File: config.mk
export PLATFORM = sky130hd
export DESIGN_NAME = pc_stack_flat
export DESIGN_NICKNAME = d
export VERILOG_FILES = /design/src/rtl/pc_stack_pkg.sv /design/src/rtl/pc_stack_if.sv /design/src/rtl/pc_stack_ras.sv /design/src/rtl/pc_stack.sv /design/src/flat_wrapper.sv
export SDC_FILE = /design/constraint.sdc
export NUM_CORES = 1
export LEC_CHECK = 0
export CAP_MARGIN = 0
export CORE_MARGIN = 4
export CORE_UTILIZATION = 45
export CTS_BUF_LIST = sky130_fd_sc_hd__clkbuf_4
export DETAILED_ROUTE_END_ITERATION = 8
export GPL_TIMING_DRIVEN = 0
export PLACE_DENSITY_LB_ADDON = 0.08
export SYNTH_ARGS = -nofsm -noshare
export SYNTH_HDL_FRONTEND = slang
export SYNTH_SLANG_ARGS = --single-unit
File: constraint.sdc
create_clock -name clk -period 6 [get_ports clk]
set_clock_uncertainty 0.15 [all_clocks]
set_input_delay 1.2 -clock clk [delete_from_list [all_inputs] [get_ports clk]]
set_output_delay 1.2 -clock clk [all_outputs]
set_load 0.02 [all_outputs]
File: src/rtl/pc_stack_pkg.sv
// Shared types and helpers for the v2 program counter and its return-address stack.
package pc_stack_pkg;

  // Control-flow kinds decoded from the instruction; value 7 is unused (never taken).
  typedef enum logic [2:0] {
    JMP  = 3'd0,
    JZ   = 3'd1,
    JNZ  = 3'd2,
    JL   = 3'd3,
    JGE  = 3'd4,
    CALL = 3'd5,
    RET  = 3'd6
  } jump_t;

  // Bits needed to count 0..sd valid RAS entries.
  function automatic int depth_width(input int sd);
    return $clog2(sd + 1);
  endfunction

  // Bits needed to address sd RAS slots (at least one bit).
  function automatic int index_width(input int sd);
    return (sd > 1) ? $clog2(sd) : 1;
  endfunction

endpackage

File: src/rtl/pc_stack_if.sv
// Decoder/flag/fetch-side bundle of the program counter.
interface pc_stack_if
  import pc_stack_pkg::*;
#(
  parameter int A_WIDTH     = 8,
  parameter int STACK_DEPTH = 4
);

  localparam int DEPTH_W = depth_width(STACK_DEPTH);

  logic               stall;
  logic               is_jump;
  jump_t              jump_cond;
  logic               is_rel;
  logic               flag_z;
  logic               flag_s;
  logic               flag_o;
  logic [A_WIDTH-1:0] jump_addr;
  logic [A_WIDTH-1:0] addr;
  logic [A_WIDTH-1:0] incremented;
  logic [DEPTH_W-1:0] depth;
  logic               ras_overflow;
  logic               ras_underflow;

  // Decoder / ALU side drives the instruction and flags, observes the PC.
  modport master (
    output stall, is_jump, jump_cond, is_rel, flag_z, flag_s, flag_o, jump_addr,
    input  addr, incremented, depth, ras_overflow, ras_underflow
  );

  // Program counter side.
  modport slave (
    input  stall, is_jump, jump_cond, is_rel, flag_z, flag_s, flag_o, jump_addr,
    output addr, incremented, depth, ras_overflow, ras_underflow
  );

endinterface

File: src/rtl/pc_stack_ras.sv
// Hardware return-address stack: register array indexed by the entry count.
module pc_ras
  import pc_stack_pkg::*;
#(
  parameter int A_WIDTH     = 8,
  parameter int STACK_DEPTH = 4
) (
  input  logic                                 clk,
  input  logic                                 rst,
  input  logic                                 i_push,
  input  logic                                 i_pop,
  input  logic [A_WIDTH-1:0]                   i_wdata,
  output logic [A_WIDTH-1:0]                   o_rdata,
  output logic [depth_width(STACK_DEPTH)-1:0]  o_depth,
  output logic                                 o_full,
  output logic                                 o_empty
);

  localparam int DW = depth_width(STACK_DEPTH);
  localparam int IW = index_width(STACK_DEPTH);
  localparam logic [DW-1:0] FULL_CNT = DW'(STACK_DEPTH);

  logic [A_WIDTH-1:0] r_mem [STACK_DEPTH];
  logic [DW-1:0]      r_depth;

  logic [DW-1:0]      w_depth_m1;
  logic [IW-1:0]      w_wr_idx;
  logic [IW-1:0]      w_rd_idx;
  logic               w_do_push;
  logic               w_do_pop;

  // Index and guard decode; an empty stack reads slot 0 so the index never leaves the array.
  always_comb begin
    o_full     = (r_depth == FULL_CNT);
    o_empty    = (r_depth == '0);
    w_do_push  = i_push && !o_full;
    w_do_pop   = i_pop && !o_empty;
    w_depth_m1 = r_depth - DW'(1);
    w_wr_idx   = r_depth[IW-1:0];
    w_rd_idx   = o_empty ? '0 : w_depth_m1[IW-1:0];
  end

  // Entry count; the only stack state that needs reset.
  always_ff @(posedge clk or posedge rst) begin
    if (rst) begin
      r_depth <= '0;
    end else if (w_do_push) begin
      r_depth <= r_depth + DW'(1);
    end else if (w_do_pop) begin
      r_depth <= w_depth_m1;
    end
  end

  // Storage array; contents are meaningless beyond the current depth, so no reset.
  always_ff @(posedge clk) begin
    if (w_do_push) begin
      r_mem[w_wr_idx] <= i_wdata;
    end
  end

  assign o_rdata = r_mem[w_rd_idx];
  assign o_depth = r_depth;

endmodule

File: src/rtl/pc_stack.sv
// Program counter with conditional/relative jumps, fetch stall and CALL/RET via a RAS.
module pc_stack
  import pc_stack_pkg::*;
#(
  parameter int A_WIDTH     = 8,
  parameter int STACK_DEPTH = 4
) (
  input  logic        clk,
  input  logic        rst,
  pc_stack_if.slave   bus
);

  localparam int DW = depth_width(STACK_DEPTH);

  logic [A_WIDTH-1:0] r_addr;
  logic               r_ovf;
  logic               r_unf;

  logic [A_WIDTH-1:0] w_inc;
  logic [A_WIDTH-1:0] w_target;
  logic [A_WIDTH-1:0] w_next;
  logic               w_push_req;
  logic               w_pop_req;
  logic               w_set_ovf;
  logic               w_set_unf;
  logic [A_WIDTH-1:0] w_ras_rdata;
  logic [DW-1:0]      w_ras_depth;
  logic               w_ras_full;
  logic               w_ras_empty;

  // Fall-through address and jump target, both modulo 2^A_WIDTH.
  always_comb begin
    w_inc    = r_addr + A_WIDTH'(1);
    w_target = bus.is_rel ? (r_addr + bus.jump_addr) : bus.jump_addr;
  end

  // Next-PC selection, condition evaluation and RAS requests for this instruction.
  always_comb begin
    w_next     = w_inc;
    w_push_req = 1'b0;
    w_pop_req  = 1'b0;
    w_set_ovf  = 1'b0;
    w_set_unf  = 1'b0;
    if (bus.is_jump) begin
      case (bus.jump_cond)
        JMP:  w_next = w_target;
        JZ:   if (bus.flag_z)                   w_next = w_target;
        JNZ:  if (!bus.flag_z)                  w_next = w_target;
        JL:   if (bus.flag_s ^ bus.flag_o)      w_next = w_target;
        JGE:  if (!(bus.flag_s ^ bus.flag_o))   w_next = w_target;
        CALL: begin
          w_next = w_target;
          if (w_ras_full) w_set_ovf  = 1'b1;
          else            w_push_req = 1'b1;
        end
        RET: begin
          if (w_ras_empty) begin
            w_set_unf = 1'b1;
          end else begin
            w_next    = w_ras_rdata;
            w_pop_req = 1'b1;
          end
        end
        default: w_next = w_inc;
      endcase
    end
  end

  // PC and sticky error flags; a stalled cycle changes nothing.
  always_ff @(posedge clk or posedge rst) begin
    if (rst) begin
      r_addr <= '0;
      r_ovf  <= 1'b0;
      r_unf  <= 1'b0;
    end else if (!bus.stall) begin
      r_addr <= w_next;
      r_ovf  <= r_ovf | w_set_ovf;
      r_unf  <= r_unf | w_set_unf;
    end
  end

  pc_ras #(
    .A_WIDTH     (A_WIDTH),
    .STACK_DEPTH (STACK_DEPTH)
  ) u_ras (
    .clk     (clk),
    .rst     (rst),
    .i_push  (w_push_req && !bus.stall),
    .i_pop   (w_pop_req && !bus.stall),
    .i_wdata (w_inc),
    .o_rdata (w_ras_rdata),
    .o_depth (w_ras_depth),
    .o_full  (w_ras_full),
    .o_empty (w_ras_empty)
  );

  assign bus.addr          = r_addr;
  assign bus.incremented   = w_inc;
  assign bus.depth         = w_ras_depth;
  assign bus.ras_overflow  = r_ovf;
  assign bus.ras_underflow = r_unf;

endmodule

File: src/flat_wrapper.sv
// flat-port wrapper written by rule: the top's interface ports become plain ports
module pc_stack_flat import pc_stack_pkg::*;
#(
  parameter int A_WIDTH     = 8,
  parameter int STACK_DEPTH = 4
)
  (clk, rst, bus_stall, bus_is_jump, bus_jump_cond, bus_is_rel, bus_flag_z, bus_flag_s, bus_flag_o, bus_jump_addr, bus_addr, bus_incremented, bus_depth, bus_ras_overflow, bus_ras_underflow);
  pc_stack_if #(.A_WIDTH(A_WIDTH), .STACK_DEPTH(STACK_DEPTH)) bus_i ();
  input  logic clk;
  input  logic rst;
  input wire logic [$bits(bus_i.stall)-1:0] bus_stall;
  input wire logic [$bits(bus_i.is_jump)-1:0] bus_is_jump;
  input wire logic [$bits(bus_i.jump_cond)-1:0] bus_jump_cond;
  input wire logic [$bits(bus_i.is_rel)-1:0] bus_is_rel;
  input wire logic [$bits(bus_i.flag_z)-1:0] bus_flag_z;
  input wire logic [$bits(bus_i.flag_s)-1:0] bus_flag_s;
  input wire logic [$bits(bus_i.flag_o)-1:0] bus_flag_o;
  input wire logic [$bits(bus_i.jump_addr)-1:0] bus_jump_addr;
  output wire logic [$bits(bus_i.addr)-1:0] bus_addr;
  output wire logic [$bits(bus_i.incremented)-1:0] bus_incremented;
  output wire logic [$bits(bus_i.depth)-1:0] bus_depth;
  output wire logic [$bits(bus_i.ras_overflow)-1:0] bus_ras_overflow;
  output wire logic [$bits(bus_i.ras_underflow)-1:0] bus_ras_underflow;
  assign bus_i.stall = bus_stall;
  assign bus_i.is_jump = bus_is_jump;
  assign bus_i.jump_cond = bus_jump_cond;
  assign bus_i.is_rel = bus_is_rel;
  assign bus_i.flag_z = bus_flag_z;
  assign bus_i.flag_s = bus_flag_s;
  assign bus_i.flag_o = bus_flag_o;
  assign bus_i.jump_addr = bus_jump_addr;
  assign bus_addr = bus_i.addr;
  assign bus_incremented = bus_i.incremented;
  assign bus_depth = bus_i.depth;
  assign bus_ras_overflow = bus_i.ras_overflow;
  assign bus_ras_underflow = bus_i.ras_underflow;
  pc_stack #(.A_WIDTH(A_WIDTH), .STACK_DEPTH(STACK_DEPTH)) u_core (.clk(clk), .rst(rst), .bus(bus_i));
endmodule
---- Word level (Yosys, flattened, before mapping) ----
Memories as Yosys holds them, arrays and structs flattened.
Index checks and enable logic that the tools add are counted.
word-level totals
  register bits ........................... 13
  bits in writable memories ............... 32
  input port bits ......................... 19
  output and inout bits ................... 21
  word-level logic and storage cells ...... 55
  memories ................................ 1
cells by class
  add/subtract/negate cells ............... 4
  equal/unequal tests ..................... 7
  multiplexer cells ....................... 25
  bitwise logic cells ..................... 3
  reductions and logical operators ........ 11
memories
  memory              words  bits a word  read ports  clocked after Yosys merged registers in  write ports  line                text
  u_core.u_ras.r_mem  4      8            1           0                                        1            pc_stack_ras.sv:23  logic [A_WIDTH-1:0] r_mem [STACK_DEPTH];
operator list
  operator               number
  $mux W8                7
  $pmux W8 S6            1
  $mux W1                14
  $eq A3 B3 Y1 const B   4
  $add A8 B1 Y8 const B  1
  $add A8 B8 Y8          1
  $eq A3 B2 Y1 const B   2
  $logic_not A3 Y1       2
  $mux W3                2
  $logic_and A1 B1 Y1    4
  $add A3 B1 Y3 const B  1
  $eq A3 B1 Y1 const B   1
  $logic_not A1 Y1       3
  $sub A3 B1 Y3 const B  1
  $mux W2                1
  $or A1 B1 Y1           2
  $reduce_bool A2 Y1     1
  $reduce_or A2 Y1       1
  $xor A1 B1 Y1          1

---- Depth between registers and ports, before layout ----
Gate-level depths: netlist (run 1).
  depth after elaboration ................. 8
  mapped depth ............................ 11
  mapped depth without buffers ............ 8

---- Hierarchy ----
Synthesis (run 1) repeated with hierarchy kept, for this count alone.
second synthesis, totals
  cells, all modules ...................... 263
  area, all modules ....................... 2841.5 µm²
by module, submodules not included
  module    times used  cells each  area an instance (µm²)  seq. area each (µm²)
  pc_ras    1           105         1632.8                  1036.0
  pc_stack  1           158         1208.7                  250.2

---- Least setup slack after synthesis (run 1) ----
OpenSTA, ideal clock, no wires.
  path kind ............................... input-to-reg
  start ................................... in bus_jump_addr[2]
  end ..................................... reg u_core.r_addr[7], in the netlist u_core.bus.addr[7]
  library setup time ...................... 0.139 ns
  arrival time ............................ 2.823 ns
  data required time ...................... 5.711 ns
  setup slack ............................. 2.889 ns
  cell stages on the path ................. 7
  path through ............................ ha_1 > o211ai_1 > o211a_1 > or4b_4 > and4_4 > o31ai_1 > a22oi_1
on the way
  cells in the longest elaborated chain, start to end .. 5
  elaborated cells on any way between the ends .. 8
  classes of those cells .................. add/sub (1); mux (7)
RTL lines
  element                            line                text
  start, declared                    flat_wrapper.sv:18  input wire logic [$bits(bus_i.jump_addr)-1:0] bus_jump_addr;
  $add A8 B8 Y8 *                    pc_stack.sv:34      w_target = bus.is_rel ? (r_addr + bus.jump_addr) : bus.jump_addr;
  $mux W8 *                          pc_stack.sv:34
  $mux W8, on equally long branches  n/a
  $pmux W8 S6 *                      pc_stack.sv:45      case (bus.jump_cond)
  $mux W8 *                          pc_stack.sv:44      if (bus.is_jump) begin
  end signal, assigned               pc_stack.sv:76      r_addr <= w_next;
  end, declared                      pc_stack.sv:15      logic [A_WIDTH-1:0] r_addr;
Mark *: on every way between the ends. The rest lies on a longest branch, timed or not.
A chain may end at the register's enable or synchronous reset.

---- Worst setup path in the final report (run 1) ----
  start ................................... reg u_core.r_addr[1], in the netlist u_core.bus.addr[1]
  end ..................................... out bus_incremented[6]
on the way
  cells in the longest elaborated chain, start to end .. 1
RTL lines
  element        line                text
  $add A8 B1 Y8  pc_stack.sv:33      w_inc = r_addr + A_WIDTH'(1);
  end, declared  flat_wrapper.sv:20  output wire logic [$bits(bus_i.incremented)-1:0] bus_incremented;
No other way between the ends.

==> impl_metrics.ini, run 1 <==
[yosys]
syn_area_sq_mm = 0.00264
synth.avg_cell_area_sq_um = 11.1
synthDistinctLibCells = 51
yosysTopAreaCell = edfxtp_1
ys.flop_type = edfxtp_1
synthSimpleGateAreaFrac = 0.131
synth_compound_area_frac = 0.184
syn_nets = 272
synth-xor-area-share = 0.0431
synthArstFlopShare = 0.289
syn_inst = 239
synth_edf_count = 32
yosysTopAreaCellShare = 0.364
ys_warn_count = 0
ys_seq_area_frac = 0.487
ys_seq_elements = 45
synthMuxAreaShare = 0.0554
synthTopCellsByArea = edfxtp_1 (36%), dfrtp_1 (12%), ha_1 (6.2%)
synth_adder_area_share = 0.0692
synth_top_family_by_area = compound AO/OA/AOI/OAI gates

[grt]
grt_pass1_wl_um = 10700
antenna_found_initial = 0
grt.overflow.total = 0
grtUsageTotal = 0.187
first_global_vias = 2118
grt_max_degree = 17

[setup_path]
worstPathCellList = ha_1 > nand3_1 > nor2_1 > xor2_1 > clkdlybuf4s50_1
cpPeakStageDelay_ns = 0.69
end_kind = output port
criticalPathCategory = reg -> out
cp.required_ns = 4.65
arrival_ns = 2.56
cp_max_fo = 7
cp-start-kind = flop
slowest_stage = clkdlybuf4s50_1

[sta]
setup_viol = 0
finalHoldViolations = 0
fmax_mhz = 256
period_needed_ns = 3.91
slew_violations = 0
rsz0062_at_grt = no
post-route-period-util = 0.652
tightest_slew_ns = 1.03
finalWorstSetupSlack_ns = 2.09
slew_headroom = 0.309
fin_setup_tns_ns = 0

[placement]
gp_congestion = 0.821
place_inst = 350
dp_hpwl_um = 4720
numPortBuffers = 39
place_area_sq_mm = 0.00312
dpl_worst_slack_ns = 2.26

[route]
drtAntennaViolNets = 0
post-route-drc-count = 0
wire_per_inst_um = 17.9
first_pass_iters = 4
via_per_inst = 5.88
finalWirelength_um = 6400
vias = 2106
drt_iter0_markers = 136

[outcome]
status = finished, final reports clean

[clock_network]
hold_buffers = 0
cts_sinks = 45
clock_latency_ns = 0.36
cts_buffers = 5
path_clk_slew_ns = 0.15
cts_setup_buffers = 0
htreeDepth = 2
cts.repair.resized = 0
ctsRootBufferMaster = clkbuf_4
cts_buffer_depth = 2
cts_tree = yes

[floorplanning]
core-area_sq_mm = 0.00561
rows = 27
initial_utilization = 0.471
num_io_pins = 40
floorplan.die_area_sq_mm = 0.00716
die_w_um = 84.6
dieHeight_um = 84.6

[power_and_ir_drop]
leakage_nw = 1.23
powerDensity_mw_per_mm2 = 435
ir_drop_v = 0.000246

[layout]
n_antenna_cell = 0
area_growth_pct = 21.4
final_area_sq_mm = 0.00321
nNetsFinal = 318
layout-drive-gt1-share = 0.0839
layout.cells.non_filler = 358

[hold_path]
timing.hold.worst.class = reg -> reg

[job]
drv_cap = 0
power breakdown:
group	switching, mW	internal (mW)
clock network	0.112	0.0909
registers	0.0606	0.405
logic	0.404	0.325
layer usage:
metal / up-vias / track usage / wire length [um]
met4: 0 / 0.0432 / 51
met5: - / 0 / 0
li1: 993 / - / -
met3: 6 / 0.0353 / 365
met2: 76 / 0.308 / 3030
met1: 1031 / 0.255 / 2950
state kept, by name, indices dropped and copies added, names as in the netlist:
register                  flops
u_core.bus.ras_underflow      1
u_core.u_ras.r_mem           32
u_core.u_ras.o_depth          3
u_core.bus.addr               8
u_core.bus.ras_overflow       1
placed cells by master (no fill, tap or decap), types with 10 or more instances in the layout:
| cell | n |
|---|---|
| clkdlybuf4s50_1 | 39 |
| nand2_1 | 14 |
| edfxtp_1 | 32 |
| a211oi_1 | 12 |
| ha_1 | 13 |
| o21ai_0 | 16 |
| xnor2_1 | 10 |
| nor2_1 | 11 |
| dfrtp_1 | 13 |
| a21oi_1 | 13 |
| inv_1 | 11 |
logic make-up (layout without fill, tap and decap cells):
logic type,Yosys count,count (layout)
AND/OR/NAND/NOR,65,65
buffers and inverters,18,65
AO/OA/AOI/OAI,71,71
flip-flops,45,45
XOR/XNOR,13,13
adder cells (fa/ha/maj),14,14
multiplexers,13,13
path summary, 6_finish.rpt:
kind | start | end | slack, ns | depth (start not counted)
worst max-delay path | u_core.bus.addr[1] | bus_incremented[6] | 2.09 | 5
worst min-delay path | u_core.bus.ras_underflow | u_core.bus.ras_underflow | 0.33 | 1
worst max register to register | u_core.u_ras.o_depth[0] | u_core.u_ras.o_depth[2] | 2.28 | 10
worst min register to register | u_core.bus.ras_underflow | u_core.bus.ras_underflow | 0.33 | 1
max in group asynchronous | rst | u_core.bus.addr[3] | 4.30 | 2
min in group asynchronous | rst | u_core.u_ras.o_depth[0] | 1.01 | 2
cell type report:
cell class / instances / area [sq um]
Fill cell: 529 / 2400
Sequential cell: 45 / 1290
Multi-Input combinational cell: 176 / 1270
Timing Repair Buffer: 39 / 390
Tap cell: 72 / 90.1
Clock inverter: 3 / 47.5
Inverter: 11 / 41.3
Buffer: 7 / 40.0
Clock buffer: 5 / 37.5
synthesized netlist by cell type, drive strengths merged, types with 2 or more instances:
cell type and instances:
buf 3, nor3 3, a21o 3, o221ai 3, and2 3, xnor2 10
ha 13, inv 11, nand2b 3, nand2 14, mux2i 9, o211ai 4
or2 3, a211oi 12, o21a 3, o211a 2, xor2 3, a22oi 4
a21oi 13, clkbuf 3, nand3 9, dfrtp 13, and3 5, a32oi 3
o21ai 16, or3 3, nor2b 7, nor2 12, mux2 3, edfxtp 32
stage by stage:
stage / hold slack, ns / total power [mW] / utilization
after floorplan: 0.428 / 0.935 / -
after global placement: 0.302 / 1.19 / 0.557
after detailed placement: 0.305 / 1.20 / 0.557
after CTS: 0.338 / 1.40 / 0.572
after global routing: 0.368 / 1.49 / 0.572
final: 0.332 / 1.40 / 0.572
worst max-delay path, delay by kind of cell (launching register included):
| kind | cells | cell delay, ns |
|---|---|---|
| buffers and inverters | 1 | 0.69 |
| flip-flops | 1 | 0.52 |
| XOR/XNOR | 1 | 0.39 |
| AND/OR/NAND/NOR | 2 | 0.31 |
| adder cells (fa/ha/maj) | 1 | 0.29 |
No activity file was read; power rests on OpenSTA's default activity.
==> inputs of run 2 (changes only) <==
==> constraint.sdc (replaced) <==
create_clock -name clk -period 3.87 [get_ports clk]
set_clock_uncertainty 0.15 [all_clocks]
set_input_delay 0.774 -clock clk [delete_from_list [all_inputs] [get_ports clk]]
set_output_delay 0.774 -clock clk [all_outputs]
set_load 0.02 [all_outputs]
==> run 2 against run 1 <==
Compared with the run above: via count is 2.5% lower; die area did not move; global-route usage stayed put; non-clock buffer count unchanged; wire length fell by 0.11%; flip-flop and latch count unchanged; clock power is 53% higher; count of clock-buffer cells in the layout is the same; utilization increased by 0.089 points; sequential power up 55%.
==> impl_metrics.ini, run 2 (synthesized netlist as in run 1, its figures left out) <==
[outcome]
status = finished, final reports clean

[sta]
slew_violations = 0
period_needed_ns = 3.51
post-route-period-util = 0.907
finalWorstSetupSlack_ns = 0.360
finalHoldViolations = 0
fin_setup_tns_ns = 0
setup_viol = 0
rsz0062_at_grt = no
fmax_mhz = 285
tightest_slew_ns = 0.623
slew_headroom = 0.583

[clock_network]
hold_buffers = 0
cts_sinks = 45
ctsRootBufferMaster = clkbuf_4
cts.repair.resized = 0
cts_buffer_depth = 2
path_clk_slew_ns = 0.15
cts_setup_buffers = 0
cts_tree = yes
clock_latency_ns = 0.36
cts_buffers = 5
htreeDepth = 2

[power_and_ir_drop]
power_frac_comb = 0.523
pwr-share-seq = 0.334
switchingPower_mw = 0.889
power.total_mw = 2.16
p_sw_frac = 0.411
leakage_nw = 1.23
power_frac_clock = 0.143
p_int_mw = 1.27
ir_drop_v = 0.000380
powerDensity_mw_per_mm2 = 673

[setup_path]
cpMostUsedCell = clkbuf_1
end_kind = flop
worstPathCellList = clkbuf_1 > clkbuf_1 > inv_1 > ha_1 > nor2b_1 > buf_2 > or3_2 > a211oi_1 > o21ai_0 > a22oi_1
cp.required_ns = 4.01
cp.depth = 10
endpoint = u_core.bus.addr[0]
criticalPathCategory = reg -> reg
arrival_ns = 3.65
slowest_stage = or3_2
cp_num_buf_inv = 4
cp_max_fo = 10
regToRegStartpoint = u_core.u_ras.o_depth[0]
cp-start-kind = flop
worst-r2r-cell-count = 10
cp_top_family = buffers and inverters
cpPeakStageDelay_ns = 0.54
rrSetupSlack_ns = 0.36
critPathLaunch = u_core.u_ras.o_depth[0]
reg2reg_to = u_core.bus.addr[0]

[floorplanning]
core-area_sq_mm = 0.00561
rows = 27
num_io_pins = 40
dieHeight_um = 84.6
floorplan.die_area_sq_mm = 0.00716
die_w_um = 84.6
initial_utilization = 0.471

[layout]
final_common_cell = clkdlybuf4s50_1
area_growth_pct = 21.6
top_register = u_core.u_ras.r_mem
final_area_sq_mm = 0.00321
largest_reg_flops = 32
nNetsFinal = 318
n_antenna_cell = 0
layout-drive-gt1-share = 0.0874
mostFrequentLayoutCells = clkdlybuf4s50_1 (39), edfxtp_1 (32), o21ai_0 (16)

[route]
first_pass_iters = 4
post-route-drc-count = 0
drt_iter0_markers = 146
finalWirelength_um = 6400
drtAntennaViolNets = 0
via_per_inst = 5.74
wire_per_inst_um = 17.9
vias = 2054

[placement]
gp_congestion = 0.821
dpl_worst_slack_ns = 0.238
place_area_sq_mm = 0.00312
numPortBuffers = 39
dp_hpwl_um = 4720

[grt]
grt.overflow.total = 0
antenna_found_initial = 0
first_global_vias = 2118
grtUsageTotal = 0.187
grt_max_degree = 17
grt_pass1_wl_um = 10700

[job]
drv_cap = 0

[hold_path]
timing.hold.worst.class = reg -> reg
-- run 2: cell count changes in the layout (fill, tap and decap cells not counted) --
cell,delta
nor3_1,-1
nor3_2,+1
-- run 2: metal layers --
| metal | vias to the layer above | share of wire | track usage |
|---|---|---|---|
| met2 | 64 | 0.48 | 0.308 |
| met4 | 0 | 0.0070 | 0.0432 |
| li1 | 992 | - | - |
| met3 | 4 | 0.056 | 0.0353 |
| met5 | - | 0 | 0 |
| met1 | 994 | 0.46 | 0.255 |
-- run 2: power groups by stage --
stage | clock network [mW] | registers [mW] | logic [mW]
after floorplan | 0 | 0.775 | 0.674
after global placement | 0 | 0.730 | 1.11
after detailed placement | 0 | 0.732 | 1.13
after CTS | 0.316 | 0.722 | 1.14
after global routing | 0.339 | 0.737 | 1.23
final | 0.310 | 0.721 | 1.13
-- run 2: cell type report --
class	count	area, sq um
buffer	7	40.0
clock buffer	5	37.5
clock inverter	3	47.5
fill	528	2400
inverter	11	41.3
multi-input combinational	176	1280
sequential	45	1290
tap	72	90.1
timing repair buffer	39	390
-- run 2: how the worst min path moves through the flow --
stage / slack, ns / start / cells past startpoint / to
finish: 0.33 / u_core.bus.ras_underflow / 1 / u_core.bus.ras_underflow
detailed placement: 0.30 / u_core.bus.ras_underflow / 1 / u_core.bus.ras_underflow
CTS: 0.34 / u_core.bus.ras_underflow / 1 / u_core.bus.ras_underflow
global placement: 0.30 / u_core.bus.ras_underflow / 1 / u_core.bus.ras_underflow
global route: 0.37 / u_core.bus.ras_underflow / 1 / u_core.bus.ras_underflow
floorplan: 0.43 / u_core.bus.ras_underflow / 1 / u_core.bus.ras_underflow
-- run 2: through the flow --
step	instances	hold slack, ns	utilization
6_report	358	0.331	0.573
5_1_grt	358	0.368	0.573
4_1_cts	358	0.338	0.572
3_5_place_dp	350	0.305	0.557
3_3_place_gp	350	0.302	0.557
2_1_floorplan	239	0.428	-
==> inputs of run 3 (changes only) <==
--- a/config.mk
+++ b/config.mk
@@ -6,8 +6,7 @@
 export NUM_CORES = 1
 export LEC_CHECK = 0
 export CAP_MARGIN = 0
-export CORE_MARGIN = 4
-export CORE_UTILIZATION = 45
+export CORE_UTILIZATION = 48
 export CTS_BUF_LIST = sky130_fd_sc_hd__clkbuf_4
 export DETAILED_ROUTE_END_ITERATION = 8
 export GPL_TIMING_DRIVEN = 0
@@ -15,3 +14,4 @@
 export SYNTH_ARGS = -nofsm -noshare
 export SYNTH_HDL_FRONTEND = slang
 export SYNTH_SLANG_ARGS = --single-unit
+export TNS_END_PERCENT = 30
==> run 3 against run 2 <==
Compared with the run above: clock power down 26%; non-clock buffer count unchanged; wire length down 6.8%; flip-flop and latch count unchanged; worst setup slack worse by 0.0023 ns; sequential share of layout area up 0.33 points; critical endpoint unchanged.
==> impl_metrics.ini, run 3 (synthesized netlist as in run 1, its figures left out) <==
[setup_path]
cpMostUsedCell = clkbuf_1
end_kind = flop
cp_max_fo = 10
rrSetupSlack_ns = 0.36
cpPeakStageDelay_ns = 0.54
worstPathCellList = clkbuf_1 > clkbuf_1 > inv_1 > ha_1 > nor2b_1 > buf_2 > or3_2 > a211oi_1 > o21ai_0 > a22oi_1
arrival_ns = 3.64
criticalPathCategory = reg -> reg
cp_top_family = buffers and inverters
cp.required_ns = 4.00
cp-start-kind = flop
slowest_stage = or3_2
cp_num_buf_inv = 4

[route]
vias = 2037
via_per_inst = 5.72
post-route-drc-count = 0
wire_per_inst_um = 16.7
finalWirelength_um = 5960
drtAntennaViolNets = 0
drt_iter0_markers = 189
first_pass_iters = 4

[sta]
slew_violations = 0
fmax_mhz = 285
tightest_slew_ns = 0.588
post-route-period-util = 0.908
finalWorstSetupSlack_ns = 0.357
setup_viol = 0
finalHoldViolations = 0
period_needed_ns = 3.51
rsz0062_at_grt = no
holdWs_ns = 0.334
fin_setup_tns_ns = 0
slew_headroom = 0.606

[placement]
place_area_sq_mm = 0.00312
place_inst = 348
numPortBuffers = 39
dp_hpwl_um = 4360
dpl_worst_slack_ns = 0.238
gp_congestion = 0.833

[layout]
layout.cells.non_filler = 356
mostFrequentLayoutCells = clkdlybuf4s50_1 (39), edfxtp_1 (32), o21ai_0 (16)
nNetsFinal = 318
largest_reg_flops = 32
top_register = u_core.u_ras.r_mem
layout-drive-gt1-share = 0.0874
final_area_sq_mm = 0.00319
area_growth_pct = 20.6
n_antenna_cell = 0
final_common_cell = clkdlybuf4s50_1
post-route-util = 0.612

[clock_network]
cts_setup_buffers = 0
hold_buffers = 0
cts_sinks = 45
path_clk_slew_ns = 0.14
cts_buffers = 5
cts_tree = yes
clock_latency_ns = 0.34
htreeDepth = 2
cts_buffer_depth = 2
ctsRootBufferMaster = clkbuf_4

[power_and_ir_drop]
powerDensity_mw_per_mm2 = 651
power.total_mw = 2.07
leakage_nw = 1.22
ir_drop_v = 0.000396

[floorplanning]
floorplan.die_area_sq_mm = 0.00580
num_io_pins = 40
rows = 26
core-area_sq_mm = 0.00520
die_w_um = 76.2
initial_utilization = 0.507
dieHeight_um = 76.2

[outcome]
status = finished, final reports clean

[grt]
first_global_vias = 1968
grtUsageTotal = 0.223
grt-busiest-layer = met2
grt.overflow.total = 0
grt_pass1_wl_um = 9950
antenna_found_initial = 0
use_met1 = 0.313
grt_max_degree = 16
use_met2 = 0.360
groute.layer.met3.usage = 0.0431

[job]
drv_cap = 0

[hold_path]
timing.hold.worst.class = reg -> reg
-- run 3: power breakdown --
part	internal [mW]	total [mW]	switching, mW
registers	0.627	0.721	0.0938
logic	0.503	1.12	0.619
clock network	0.0795	0.230	0.150
-- run 3: what timing repair did --
action                                  CTS  global route
resized for setup                         0             1
endpoints found under the setup margin    0             6
hold endpoints to repair                  0             0
-- run 3: final timing paths --
kind | startpoint | endpoint | depth (start not counted)
hold / removal | u_core.bus.ras_underflow | u_core.bus.ras_underflow | 1
hold reg to reg | u_core.bus.ras_underflow | u_core.bus.ras_underflow | 1
min in group asynchronous | rst | u_core.bus.addr[3] | 2
setup reg to reg | u_core.u_ras.o_depth[0] | u_core.bus.addr[0] | 10
setup / recovery | u_core.u_ras.o_depth[0] | u_core.bus.addr[0] | 10
max in group asynchronous | rst | u_core.u_ras.o_depth[0] | 2
-- run 3: area by class of cell --
| class | instances | area (sq um) |
|---|---|---|
| fillers | 430 | 2020 |
| clock buffers | 6 | 45.0 |
| clock inverters | 2 | 16.3 |
| flip-flops and latches | 45 | 1290 |
| multi-input cells | 176 | 1280 |
| repair buffers | 39 | 390 |
| inverters | 11 | 41.3 |
| plain buffers | 7 | 40.0 |
| well taps | 70 | 87.6 |
-- run 3: metal layers --
| metal | up-vias | wire length (um) |
|---|---|---|
| met5 | - | 0 |
| met3 | 2 | 309 |
| met1 | 987 | 2810 |
| met4 | 0 | 17 |
| met2 | 53 | 2820 |
| li1 | 995 | - |
